[src/rtl/fetch_stage.sv]
// Instruction-fetch stage: owns the PC, assembles one- and two-word instructions,
// and handles branch redirect, stall and interrupt injection into the IF/ID register.
module fetch_stage #(
  parameter int                ADDR_W    = 32,
  parameter logic [ADDR_W-1:0] RESET_VEC = ADDR_W'(32'h0000_0020),
  parameter logic [ADDR_W-1:0] INT_VEC   = ADDR_W'(32'h0000_0010)
) (
  input  logic              clk,
  input  logic              reset,
  input  logic              stall,
  input  logic              branch_taken,
  input  logic [ADDR_W-1:0] branch_target,
  input  logic              interrupt,
  output logic [ADDR_W-1:0] imem_addr,
  input  logic [15:0]       imem_data,
  output logic              ifid_valid,
  output logic [15:0]       ifid_instr,
  output logic [15:0]       ifid_imm,
  output logic [ADDR_W-1:0] ifid_pc_next,
  output logic              ifid_int
);

  localparam logic [15:0] INT_INSTR = 16'hF800;

  typedef enum logic {FETCH, IMM} state_t;

  function automatic logic is_two_word(input logic [15:0] w);
    return (w[15:11] == 5'b01110) || (w[15:11] == 5'b01111) || (w[15:11] == 5'b10000);
  endfunction

  state_t            state;
  logic [ADDR_W-1:0] pc;
  logic [15:0]       hold;
  logic              int_prev;
  logic              int_pending;
  logic              int_edge;
  logic              inject;
  logic [ADDR_W-1:0] pc_inc;

  assign imem_addr = pc;
  assign pc_inc    = pc + ADDR_W'(1);
  assign int_edge  = interrupt & ~int_prev;
  assign inject    = (state == FETCH) & ~stall & ~branch_taken & int_pending;

  always_ff @(posedge clk or posedge reset) begin
    if (reset) begin
      pc           <= RESET_VEC;
      state        <= FETCH;
      hold         <= '0;
      int_prev     <= 1'b0;
      int_pending  <= 1'b0;
      ifid_valid   <= 1'b0;
      ifid_instr   <= '0;
      ifid_imm     <= '0;
      ifid_pc_next <= '0;
      ifid_int     <= 1'b0;
    end else begin
      // Edge detection keeps running through stalls and redirects; a new edge
      // in the injection cycle survives as the next pending request.
      int_prev    <= interrupt;
      int_pending <= int_edge | (int_pending & ~inject);

      if (branch_taken) begin
        pc           <= branch_target;
        state        <= FETCH;
        ifid_valid   <= 1'b0;
        ifid_instr   <= '0;
        ifid_imm     <= '0;
        ifid_pc_next <= '0;
        ifid_int     <= 1'b0;
      end else if (!stall) begin
        if (inject) begin
          // The word at pc is not consumed; pc_next returns to it.
          pc           <= INT_VEC;
          ifid_valid   <= 1'b1;
          ifid_int     <= 1'b1;
          ifid_instr   <= INT_INSTR;
          ifid_imm     <= '0;
          ifid_pc_next <= pc;
        end else if (state == IMM) begin
          pc           <= pc_inc;
          state        <= FETCH;
          ifid_valid   <= 1'b1;
          ifid_int     <= 1'b0;
          ifid_instr   <= hold;
          ifid_imm     <= imem_data;
          ifid_pc_next <= pc_inc;
        end else if (is_two_word(imem_data)) begin
          hold         <= imem_data;
          pc           <= pc_inc;
          state        <= IMM;
          ifid_valid   <= 1'b0;
          ifid_int     <= 1'b0;
          ifid_instr   <= '0;
          ifid_imm     <= '0;
          ifid_pc_next <= '0;
        end else begin
          pc           <= pc_inc;
          ifid_valid   <= 1'b1;
          ifid_int     <= 1'b0;
          ifid_instr   <= imem_data;
          ifid_imm     <= '0;
          ifid_pc_next <= pc_inc;
        end
      end
    end
  end

endmodule
[config.mk]
export PLATFORM = sky130hd
export DESIGN_NAME = fetch_stage
export DESIGN_NICKNAME = d
export VERILOG_FILES = /design/src/rtl/fetch_stage.sv
export SDC_FILE = /design/constraint.sdc
export NUM_CORES = 1
export LEC_CHECK = 0
export BUFFER_PORTS_ARGS = -buffer_cell sky130_fd_sc_hd__buf_2
export CORE_MARGIN = 4
export CORE_UTILIZATION = 50
export CTS_BUF_LIST = sky130_fd_sc_hd__clkbuf_16
export DETAILED_ROUTE_END_ITERATION = 12
export MAX_ROUTING_LAYER = met4
export PLACE_DENSITY = 0.76
export SYNTH_ARGS = -nofsm -noshare
export SYNTH_HDL_FRONTEND = slang
export SYNTH_SLANG_ARGS = --single-unit
[constraint.sdc]
create_clock -name clk -period 3.6 [get_ports clk]
set_input_delay 0.18 -clock clk [delete_from_list [all_inputs] [get_ports clk]]
set_output_delay 0.18 -clock clk [all_outputs]
set_load 0.02 [all_outputs]
---- After elaboration in Yosys (flattened, before gate mapping) ----
Cells that the tools add are included.
storage, ports and cells
  input port bits ......................... 53
  bits in registers ....................... 117
  output and inout bits ................... 98
  logic and storage cells ................. 61
operators by class
  bitwise operators ....................... 11
  muxes and demuxes ....................... 30
  reductions and logical operators ........ 4
  add/subtract/negate cells ............... 1
  equality and inequality tests ........... 5
operators with widths
  cell                     count
  $mux W32                 8
  $mux W16                 9
  $add A32 B1 Y32 const B  1
  $mux W1                  13
  $eq A5 B4 Y1 const B     2
  $and A1 B1 Y1            5
  $eq A5 B5 Y1 const B     1
  $not A1 Y1               5
  $reduce_and A5 Y1        1
  $logic_or A1 B1 Y1       2
  $ne A2 B1 Y1 const B     1
  $ne A2 B2 Y1 const B     1
  $reduce_and A2 Y1        1
  $or A1 B1 Y1             1

---- Depth between registers and ports, before layout ----
Gate-level depths: netlist (run 1).
  word-level depth ........................ 8
  depth in mapped cells ................... 8
  depth with buffers taken out ............ 6

---- Worst setup path before layout (run 1) ----
OpenSTA, ideal clock, no wires.
  kind .................................... register -> register
  start ................................... reg pc[0] (netlist: imem_addr[0])
  end ..................................... reg pc[18] (netlist: imem_addr[18])
  period minus slack after synthesis ...... 2.571 ns
  path buffers ............................ 1
  cell stages (with the launch flop) ...... 8
  setup time .............................. 0.125 ns
  slack ................................... 1.029 ns
  arrival ................................. 2.446 ns
  cells stage by stage .................... dfrtp_1 > ha_1 > nand3_1 > or4_2 > clkbuf_1 > o311ai_1 > o41ai_1 > mux2_2
between the ends
  longest elaborated chain between the ends .. 4
ends and longest elaborated chain
  what                    line  text
  start, declared         32    logic [ADDR_W-1:0] pc;
  start signal, assigned  64    pc <= branch_target;
  start signal, assigned  81    pc <= pc_inc;
  start signal, assigned  90    pc <= pc_inc;
  $add A32 B1 Y32         41    assign pc_inc = pc + ADDR_W'(1);
  $mux W32                72    if (inject) begin
  $mux W32                71    end else if (!stall) begin
  $mux W32                63    if (branch_taken) begin
Every way passes these cells. The select of a mux whose other input is x is not followed.
A chain may end at the register's enable or synchronous reset.

---- Worst setup path in the final report (run 1) ----
  start ................................... reg state
  end ..................................... reg ifid_pc_next[15]
between the ends
  longest elaborated chain between the ends .. 7
  elaborated cells on any way between the ends .. 8
  classes of those cells .................. mux: 4; bitwise: 4
ends and longest elaborated chain
  what                         line  text
  start, declared              31    state_t state;
  start signal, assigned       48    state <= FETCH;
  start signal, assigned       65    state <= FETCH;
  start signal, assigned       82    state <= FETCH;
  $not A1 Y1 (no line)         -
  $and A1 B1 Y1 (3 in series)  43    assign inject = (state == FETCH) & ~stall & ~branch_taken & int_pending;
  $mux W32 *                   72
  $mux W32 *                   71
  $mux W32 *                   63
  end signal, assigned         79    ifid_pc_next <= pc;
  end signal, assigned         87    ifid_pc_next <= pc_inc;
  end signal, assigned         103   ifid_pc_next <= pc_inc;
  end, declared                19    output logic [ADDR_W-1:0] ifid_pc_next,
Every way passes the cells marked *; elsewhere a longest branch is shown, timed or not. The select of a mux whose other input is x is not followed.

==> results of run 1 <==
## cell usage after synthesis (7+ instances only)
master | count | area [um^2]
nand2_1 | 71 | 267
o21ai_0 | 43 | 215
a22o_1 | 16 | 140
nor2_1 | 27 | 101
o311ai_0 | 11 | 96.3
dfrtp_1 | 116 | 2900
and3_1 | 7 | 43.8
clkbuf_1 | 40 | 150
mux2_2 | 15 | 169
nor4_1 | 11 | 68.8
nor3_1 | 14 | 70.1
a21oi_1 | 25 | 125
mux2i_1 | 21 | 210
a22oi_1 | 19 | 143
nand3_1 | 18 | 90.1
a221o_1 | 10 | 100
o211ai_1 | 8 | 60.1
or3_1 | 8 | 50.1
inv_1 | 15 | 56.3
nand4_1 | 16 | 100
## layer usage
| metal | up-vias | global-route usage (%) | wire length [um] |
|---|---|---|---|
| met1 | 2763 | 36.1 | 7610 |
| met5 | - | - | 0 |
| met2 | 318 | 44.6 | 8750 |
| met4 | 0 | 13.3 | 529 |
| li1 | 2592 | - | - |
| met3 | 48 | 6.79 | 1720 |
## through the flow
step | total power, mW | cell area, um^2
2_1_floorplan | 1.94 | 5930
3_3_place_gp | 2.15 | 6790
3_5_place_dp | 2.17 | 6790
4_1_cts | 3.75 | 7500
5_1_grt | 3.90 | 7500
6_report | 3.74 | 7500
## sequential cells by signal (all words and copies together) (netlist names)
signal	cells
ifid_valid	1
ifid_instr	16
int_prev	1
imem_addr	32
state	1
ifid_int	1
ifid_imm	16
ifid_pc_next	32
hold	16
int_pending	1
## critical path: cells and delay by family, from the launching register on
family             cells  cell delay [ps]
AOI/OAI and AO/OA      1              300
and+or+nand+nor        4             1720
DFF                    1              580
## cell families (layout without fill, tap and decap cells)
kind of cell,Yosys count,count (layout),synth area share [%]
and+or+nand+nor,204,204,17.6
adders and majority gates,1,1,0.211
DFF,117,117,49.4
muxes,36,36,6.39
xor gates and xnor gates,8,8,1.18
other,0,1,0
AOI/OAI and AO/OA,178,178,21.1
buffers and inverters,64,229,4.18
## power by group through the flow
stage	registers (mW)	clock network, mW	logic (mW)
2_1_floorplan	1.65	0	0.291
3_3_place_gp	1.58	0	0.571
3_5_place_dp	1.59	0	0.586
4_1_cts	1.57	1.57	0.606
5_1_grt	1.59	1.65	0.662
6_report	1.57	1.56	0.606
## final timing paths
path | to | slack, ps | depth (start not counted)
max in group asynchronous | ifid_pc_next[16] | 2250 | 4
min | imem_addr[19] | 5 | 3
min reg2reg | int_pending | 420 | 1
max reg2reg | ifid_pc_next[15] | 910 | 5
max | ifid_pc_next[15] | 910 | 5
min in group asynchronous | imem_addr[3] | 450 | 3
## cell type report
type / instances / area share [%]
flip-flops and latches: 117 / 39.0
multi-input cells: 427 / 36.9
repair buffers: 181 / 13.7
clock buffers: 17 / 5.67
well taps: 143 / 2.38
clock inverters: 15 / 1.50
inverters: 16 / 0.834
diodes: 1 / 0.0333
## what timing repair did
action | CTS | global route
hold buffers | 17 | 0
endpoints found under the setup margin | 0 | 0
endpoints found under the hold margin | 72 | 0
==> reports/metrics.cfg, run 1 <==
[finish]
fin_cells = 917
final_cell_mix = 150 x buf_2, 116 x dfrtp_1, 71 x nand2_1
multi_input_area_mm2 = 0.00277
nFillCells = 945
post-route-util_pct = 65.2
drive_gt1_share_pct = 27.4
regArea_mm2 = 0.00293
syn_to_final_growth_pct = 26.5
layout_commonest_cell = buf_2
nNetsFinal = 814

[setup_path]
crit_arrival_ps = 3030
cp-startpoint = state
critPathRequiredTime_ps = 3940
reg2reg_from = state
path_common_cell = nand2_1
cp-start-kind = register
slowest_stage = nor2_1
cp_max_fo = 15
critPathKind = register to register
cp_cell_sequence = nand2b_1, nand2_1, nor2_1, o21ai_0, nand2_1
slowest_delay_ps = 780
cp-end-kind = register

[detailed_routing]
firstDrtPassIters = 6
drcViolationCount = 0
routed_wl_um = 18600
ant_nets = 0
wl_per_cell_um = 20.3
viasPerCell = 6.24
vias = 5721
drt_iter0_drc = 581

[power_and_ir_drop]
p_sw_mw = 1.09
internal_power_mw = 2.65
power_frac_comb_pct = 16.2
swShare_pct = 29.1
p_per_area_mw_per_mm2 = 498
seqPwrFrac_pct = 42.1
p_leak_nw = 3.59
peakVddDrop_mv = 0.306
clkPwrFrac_pct = 41.7

[yosys]
syn-cell-area_mm2 = 0.00593
seq_area_frac_synth_pct = 49.4
avgSynthCellArea_um2 = 9.75
synth_edf_count = 0
netlist_instances = 608
syn_nets = 662
synth_async_sr_flop_share_pct = 100
ys_ff_latch = 117
synth.distinct_cells = 59
yosysWarnings = 0
ys.flop_type = dfrtp_1

[timing]
fin_skew_ps = 15.6
rsz0062_at_grt = no
tightest_slew_ps = 967
post-route-worst-setup-slack_ps = 912
max-slew-margin-rel_pct = 35.3
tns_ps = 0
min_period_ps = 2690
max_freq_ghz = 0.372
fin_crit_sh_pct = 74.7
setup_viol = 0
slew_violations = 0
hold_violations = 0
hold-worst-slack_ps = 5.38

[place]
globalplace.congestion = 0.929
detailed_place_hpwl_um = 12200
place.port_buffers = 150
dp.cells = 867
place_ws_ps = 1010

[clock_network]
numCtsBuffers = 17
cts_setup_buffers = 0
cts-root-buf = clkbuf_16
clkTransAtPathRegs_ps = 60
ctsResizeCount = 0
clock-sinks = 117
cts_tree = built
clk_latency_ps = 420
clk_path_buf_depth = 2
htree_levels = 4

[die]
die_area_mm2 = 0.0137
num_io_pins = 151
core-area_mm2 = 0.0115
row_count = 39
initial_core_util_pct = 51.5
dieWidth_um = 117
die_h_um = 117

[grt]
overflow = 0
grt_antenna_before_repair = 1
grt_start_max_net_pins = 62
grt_pass1_wl_um = 29700
grt_pass1_vias = 5793
gr-usage-all-layers_pct = 28.8

[min_path]
min-delay-start = branch_target[19]
hp-class = primary input to register

[run]
cap_violations = 0

[status]
outcome = finished clean

Power figures use the tool's default switching activity.
==> run 2, diff against run 1 <==
--- a/config.mk
+++ b/config.mk
@@ -7,7 +7,7 @@
 export LEC_CHECK = 0
 export BUFFER_PORTS_ARGS = -buffer_cell sky130_fd_sc_hd__buf_2
 export CORE_MARGIN = 4
-export CORE_UTILIZATION = 50
+export CORE_UTILIZATION = 48
 export CTS_BUF_LIST = sky130_fd_sc_hd__clkbuf_16
 export DETAILED_ROUTE_END_ITERATION = 12
 export MAX_ROUTING_LAYER = met4
==> constraint.sdc (replaced) <==
create_clock -name clk -period 2.2 [get_ports clk]
set_input_delay 0.11 -clock clk [delete_from_list [all_inputs] [get_ports clk]]
set_output_delay 0.11 -clock clk [all_outputs]
set_load 0.02 [all_outputs]
==> reports/metrics.cfg, run 2 (same netlist as run 1, synthesis figures left out) <==
[setup_path]
slowest_delay_ps = 570  ; -210 ps
critPathKind = register to register
cp-end-kind = register
slowest_stage = or4_4
crit_arrival_ps = 2570  ; -460 ps
cp-start-kind = register
path_common_cell = or4_4
cp_max_fo = 5  ; -10
cp_cell_sequence = nand4_1, or4_4, or4_4, or4_1, nand3_1
critPathRequiredTime_ps = 2560  ; -1380 ps

[clock_network]
numCtsBuffers = 17  ; unchanged
clkTransAtPathRegs_ps = 60  ; about the same
clk_latency_ps = 430  ; about the same
htree_levels = 4  ; unchanged
clk_path_buf_depth = 2  ; unchanged
clock-sinks = 117  ; unchanged
cts_tree = built
cts-root-buf = clkbuf_16

[finish]
post-route-util_pct = 69.6  ; +4.5 points
layout_commonest_cell = buf_2
final_cell_mix = 150 x buf_2, 108 x dfrtp_1, 71 x nand2_1
nNetsFinal = 900  ; +11%
drive_gt1_share_pct = 33.4  ; +6.0 points
syn_to_final_growth_pct = 41.6

[grt]
gr-usage-all-layers_pct = 29.6  ; +0.76 points
grt_antenna_before_repair = 2  ; +1
grt_start_max_net_pins = 118  ; +90%
grt_pass1_vias = 6225  ; +7.5%
overflow = 0  ; unchanged
grt_pass1_wl_um = 32400  ; +9.3%

[die]
num_io_pins = 151  ; unchanged
die_area_mm2 = 0.0142  ; +3.9%
core-area_mm2 = 0.0121  ; +4.7%
die_h_um = 119  ; +1.9%
row_count = 40  ; +2.6%
initial_core_util_pct = 49.2  ; -2.3 points
dieWidth_um = 119  ; +1.9%

[detailed_routing]
wl_per_cell_um = 19.3  ; -5.1%
routed_wl_um = 19800  ; +6.5%
ant_nets = 0  ; unchanged
drt_iter0_drc = 705  ; +21%
drcViolationCount = 0  ; unchanged
wl_met1_um = 7900  ; +3.9%
firstDrtPassIters = 6  ; unchanged
viasPerCell = 5.98  ; -4.2%
vias = 6150  ; +7.5%
dr_wl_met2_um = 9780  ; +12%
dr.max_layer_used = met4
met3_length_um = 1840  ; +7.0%

[timing]
slew_violations = 0  ; unchanged
hold-worst-slack_ps = 39.3  ; +33.9 ps
max_freq_ghz = 0.452  ; +21%
tightest_slew_ps = 671  ; -296 ps
hold_violations = 0  ; unchanged
fin_skew_ps = 11.0  ; -4.61 ps
min_period_ps = 2210  ; -476 ps
max-slew-margin-rel_pct = 55.3  ; +20 points
fin_crit_sh_pct = 101  ; +26 points
post-route-worst-setup-slack_ps = -12.7  ; -924 ps
setup_viol = 1  ; +1
rsz0062_at_grt = yes

[power_and_ir_drop]
power_frac_comb_pct = 18.5  ; +2.3 points
p_leak_nw = 3.99  ; +11%
p_sw_mw = 1.96  ; +81%
clkPwrFrac_pct = 43.6  ; +1.9 points
swShare_pct = 29.7  ; +0.65 points
peakVddDrop_mv = 0.660  ; +120%
p_per_area_mw_per_mm2 = 786  ; +58%
internal_power_mw = 4.64  ; +75%
seqPwrFrac_pct = 37.9  ; -4.2 points

[status]
failed_checks = setup timing
outcome = finished with violations

[place]
place.port_buffers = 150  ; unchanged
globalplace.congestion = 1.00  ; +8.0%
detailed_place_hpwl_um = 13100  ; +7.5%

[run]
cap_violations = 0  ; unchanged

[min_path]
hp-class = primary input to register

run 2: critical path: cells and delay by family, from the launching register on:
family           cells  cell delay (ps)
flip-flops           1              390
AND/OR/NAND/NOR      5             1740
run 2: metal layers:
metal | vias to the layer above | track usage [%]
met2 | 332 | 46.9
met1 | 3018 | 36.8
met4 | 0 | 9.78
met3 | 31 | 8.36
li1 | 2769 | -
met5 | - | -
run 2: path summary, 6_finish.rpt:
path / startpoint / end / slack (ps) / cells past startpoint
max: imem_addr[0] / ifid_pc_next[31] / -10 / 5
min: branch_target[12] / imem_addr[12] / 40 / 3
max reg2reg: imem_addr[0] / ifid_pc_next[31] / -10 / 5
min reg2reg: int_prev / int_pending / 410 / 1
max in group asynchronous: reset / imem_addr[15] / 1250 / 4
min in group asynchronous: reset / ifid_pc_next[2] / 360 / 4
run 2: final cells by class:
type	instances	area, um^2
inverter	16	63.8
clock inverter	15	180
fill	902	3660
antenna	2	5.00
clock buffer	17	425
multi-input combinational	427	2790
sequential	117	2940
tap	168	210
timing repair buffer	267	1790
run 2: repair_timing:
| item | in CTS | in global routing |
|---|---|---|
| setup buffers | 0 | 2 |
| hold endpoints to repair | 178 | 0 |
| gates resized for setup | 0 | 2 |
| endpoints found under the setup margin | 0 | 3 |
| hold buffers | 49 | 0 |
run 2: per-stage QoR:
stage	power [mW]	area [um^2]	cells	TNS [ps]	worst slack, ps
CTS	6.59	8370	1025	0	16.0
detailed placement	3.67	7270	944	0	25.6
global route	6.86	8400	1029	-24.3	-22.5
floorplan	3.18	5980	608	-271	-156
global placement	3.63	7270	944	0	74.0
finish	6.60	8400	1029	-12.7	-12.7
run 2: power groups by stage:
stage / logic, mW / clock network [mW] / registers (mW)
6_report: 1.22 / 2.88 / 2.50
5_1_grt: 1.33 / 3.01 / 2.53
3_3_place_gp: 1.11 / 0 / 2.52
3_5_place_dp: 1.14 / 0 / 2.53
2_1_floorplan: 0.484 / 0 / 2.70
4_1_cts: 1.21 / 2.89 / 2.50
==> run 3, diff against run 2 <==
--- a/config.mk
+++ b/config.mk
@@ -7,11 +7,10 @@
 export LEC_CHECK = 0
 export BUFFER_PORTS_ARGS = -buffer_cell sky130_fd_sc_hd__buf_2
 export CORE_MARGIN = 4
-export CORE_UTILIZATION = 48
+export CORE_UTILIZATION = 30
 export CTS_BUF_LIST = sky130_fd_sc_hd__clkbuf_16
 export DETAILED_ROUTE_END_ITERATION = 12
 export MAX_ROUTING_LAYER = met4
-export PLACE_DENSITY = 0.76
 export SYNTH_ARGS = -nofsm -noshare
 export SYNTH_HDL_FRONTEND = slang
 export SYNTH_SLANG_ARGS = --single-unit
==> reports/metrics.cfg, run 3 (same netlist as run 1, synthesis figures left out) <==
[finish]
drive_gt1_share_pct = 33.9  ; +0.50 points
syn_to_final_growth_pct = 45.3
layout_commonest_cell = buf_2
nNetsFinal = 906  ; +0.67%
final_cell_mix = 150 x buf_2, 108 x dfrtp_1, 72 x buf_4

[timing]
tns_ps = 0  ; +12.7 ps
rsz0062_at_grt = yes
min_period_ps = 2150  ; -65.2 ps
setup_viol = 0  ; -1
fin_skew_ps = 8.96  ; -2.09 ps
max-slew-margin-rel_pct = 55.1  ; -0.16 points
slew_violations = 0  ; unchanged
hold-worst-slack_ps = 25.3  ; -13.9 ps
max_freq_ghz = 0.466  ; +3.0%
hold_violations = 0  ; unchanged
fin_crit_sh_pct = 97.6  ; -3.0 points
post-route-worst-setup-slack_ps = 52.5  ; +65.2 ps
tightest_slew_ps = 672  ; +0.929 ps

[grt]
grt_start_max_net_pins = 53  ; -55%
gr-usage-all-layers_pct = 19.6  ; -10 points
grt_pass1_vias = 5977  ; -4.0%
grt_antenna_before_repair = 1  ; -1
overflow = 0  ; unchanged
grt_pass1_wl_um = 33500  ; +3.2%

[power_and_ir_drop]
p_leak_nw = 4.06  ; +1.7%
p_per_area_mw_per_mm2 = 778  ; -0.95%
peakVddDrop_mv = 0.573  ; -13%

[clock_network]
clk_latency_ps = 410  ; -20 ps
clk_path_buf_depth = 2  ; unchanged
cts_tree = built
clock-sinks = 117  ; unchanged
cts-root-buf = clkbuf_16
htree_levels = 4  ; unchanged
numCtsBuffers = 17  ; unchanged
clkTransAtPathRegs_ps = 60  ; about the same
cts_setup_buffers = 0  ; unchanged

[detailed_routing]
routed_wl_um = 20800  ; +4.9%
firstDrtPassIters = 5  ; -1
viasPerCell = 5.21  ; -13%
drcViolationCount = 0  ; unchanged
ant_nets = 0  ; unchanged
wl_per_cell_um = 18.4  ; -4.5%
drt_iter0_drc = 490  ; -30%
vias = 5882  ; -4.4%

[die]
die_h_um = 149  ; +25%
dieWidth_um = 149  ; +25%
die_area_mm2 = 0.0221  ; +56%
initial_core_util_pct = 30.5  ; -19 points
num_io_pins = 151  ; unchanged
core-area_mm2 = 0.0195  ; +61%
row_count = 51  ; +28%

[place]
globalplace.congestion = 0.949  ; -5.4%
place_ws_ps = 56.0  ; +30.4 ps
detailed_place_hpwl_um = 14900  ; +13%
place.port_buffers = 150  ; unchanged

[setup_path]
cp-end-kind = register
crit_arrival_ps = 2500  ; -70 ps
cp_max_fo = 4  ; -1
cp-start-kind = register
critPathKind = register to register
critPathRequiredTime_ps = 2550  ; about the same

[min_path]
hp-class = primary input to register

[status]
outcome = finished clean

[run]
cap_violations = 0  ; unchanged

## run 3: timing repair
item / in CTS / in global routing
endpoints found under the setup margin: 0 / 11
gates resized for setup: 0 / 8
hold endpoints to repair: 87 / 0
hold buffers: 48 / 0
## run 3: worst paths after layout
kind	depth (start not counted)	end	slack [ps]	from
max in group asynchronous	4	imem_addr[5]	1160	reset
min in group asynchronous	3	ifid_pc_next[3]	330	reset
worst min-delay path	2	ifid_imm[12]	30	imem_data[12]
worst max-delay path	5	ifid_pc_next[31]	50	imem_addr[5]
worst min register to register	1	int_pending	420	int_prev
worst max register to register	5	ifid_pc_next[31]	50	imem_addr[5]
## run 3: metrics by stage
step	utilization (%)	power (mW)	area (um^2)	std cells
after floorplan	-	3.18	5980	608
after global placement	38.4	3.69	7470	1050
after detailed placement	38.4	3.70	7470	1050
after CTS	44.0	6.75	8570	1129
after global routing	44.3	6.99	8620	1130
final	44.3	6.71	8620	1130
## run 3: metal layers
| layer | routed length [um] | global-route usage [%] | vias to the layer above |
|---|---|---|---|
| li1 | - | - | 2774 |
| met5 | 0 | - | - |
| met4 | 397 | 5.91 | 0 |
| met3 | 1590 | 4.60 | 29 |
| met2 | 9600 | 29.3 | 233 |
| met1 | 9210 | 26.6 | 2846 |
## run 3: critical path, stage by stage, from the launching register on
cell     delay (ps)
dfstp_2         560
nand4_4          90
or4_4           440
or4_4           500
or4_1           410
nand3_1          90
## run 3: area by class of cell
cell class                 count  area [um^2]
antenna                        1         2.50
clock buffer                  17          425
clock inverter                14          195
fill                        1826        10800
inverter                      16         63.8
multi-input combinational    427         2830
sequential                   117         2940
tap                          265          332
timing repair buffer         273         1830
## run 3: power by group
part | leakage, nW | total [mW] | internal [mW] | switching, mW
Combinational | 2.23 | 1.25 | 0.505 | 0.748
Sequential | 1.52 | 2.49 | 2.36 | 0.133
Clock | 0.311 | 2.97 | 1.98 | 0.989
Total | 4.06 | 6.71 | 4.84 | 1.87
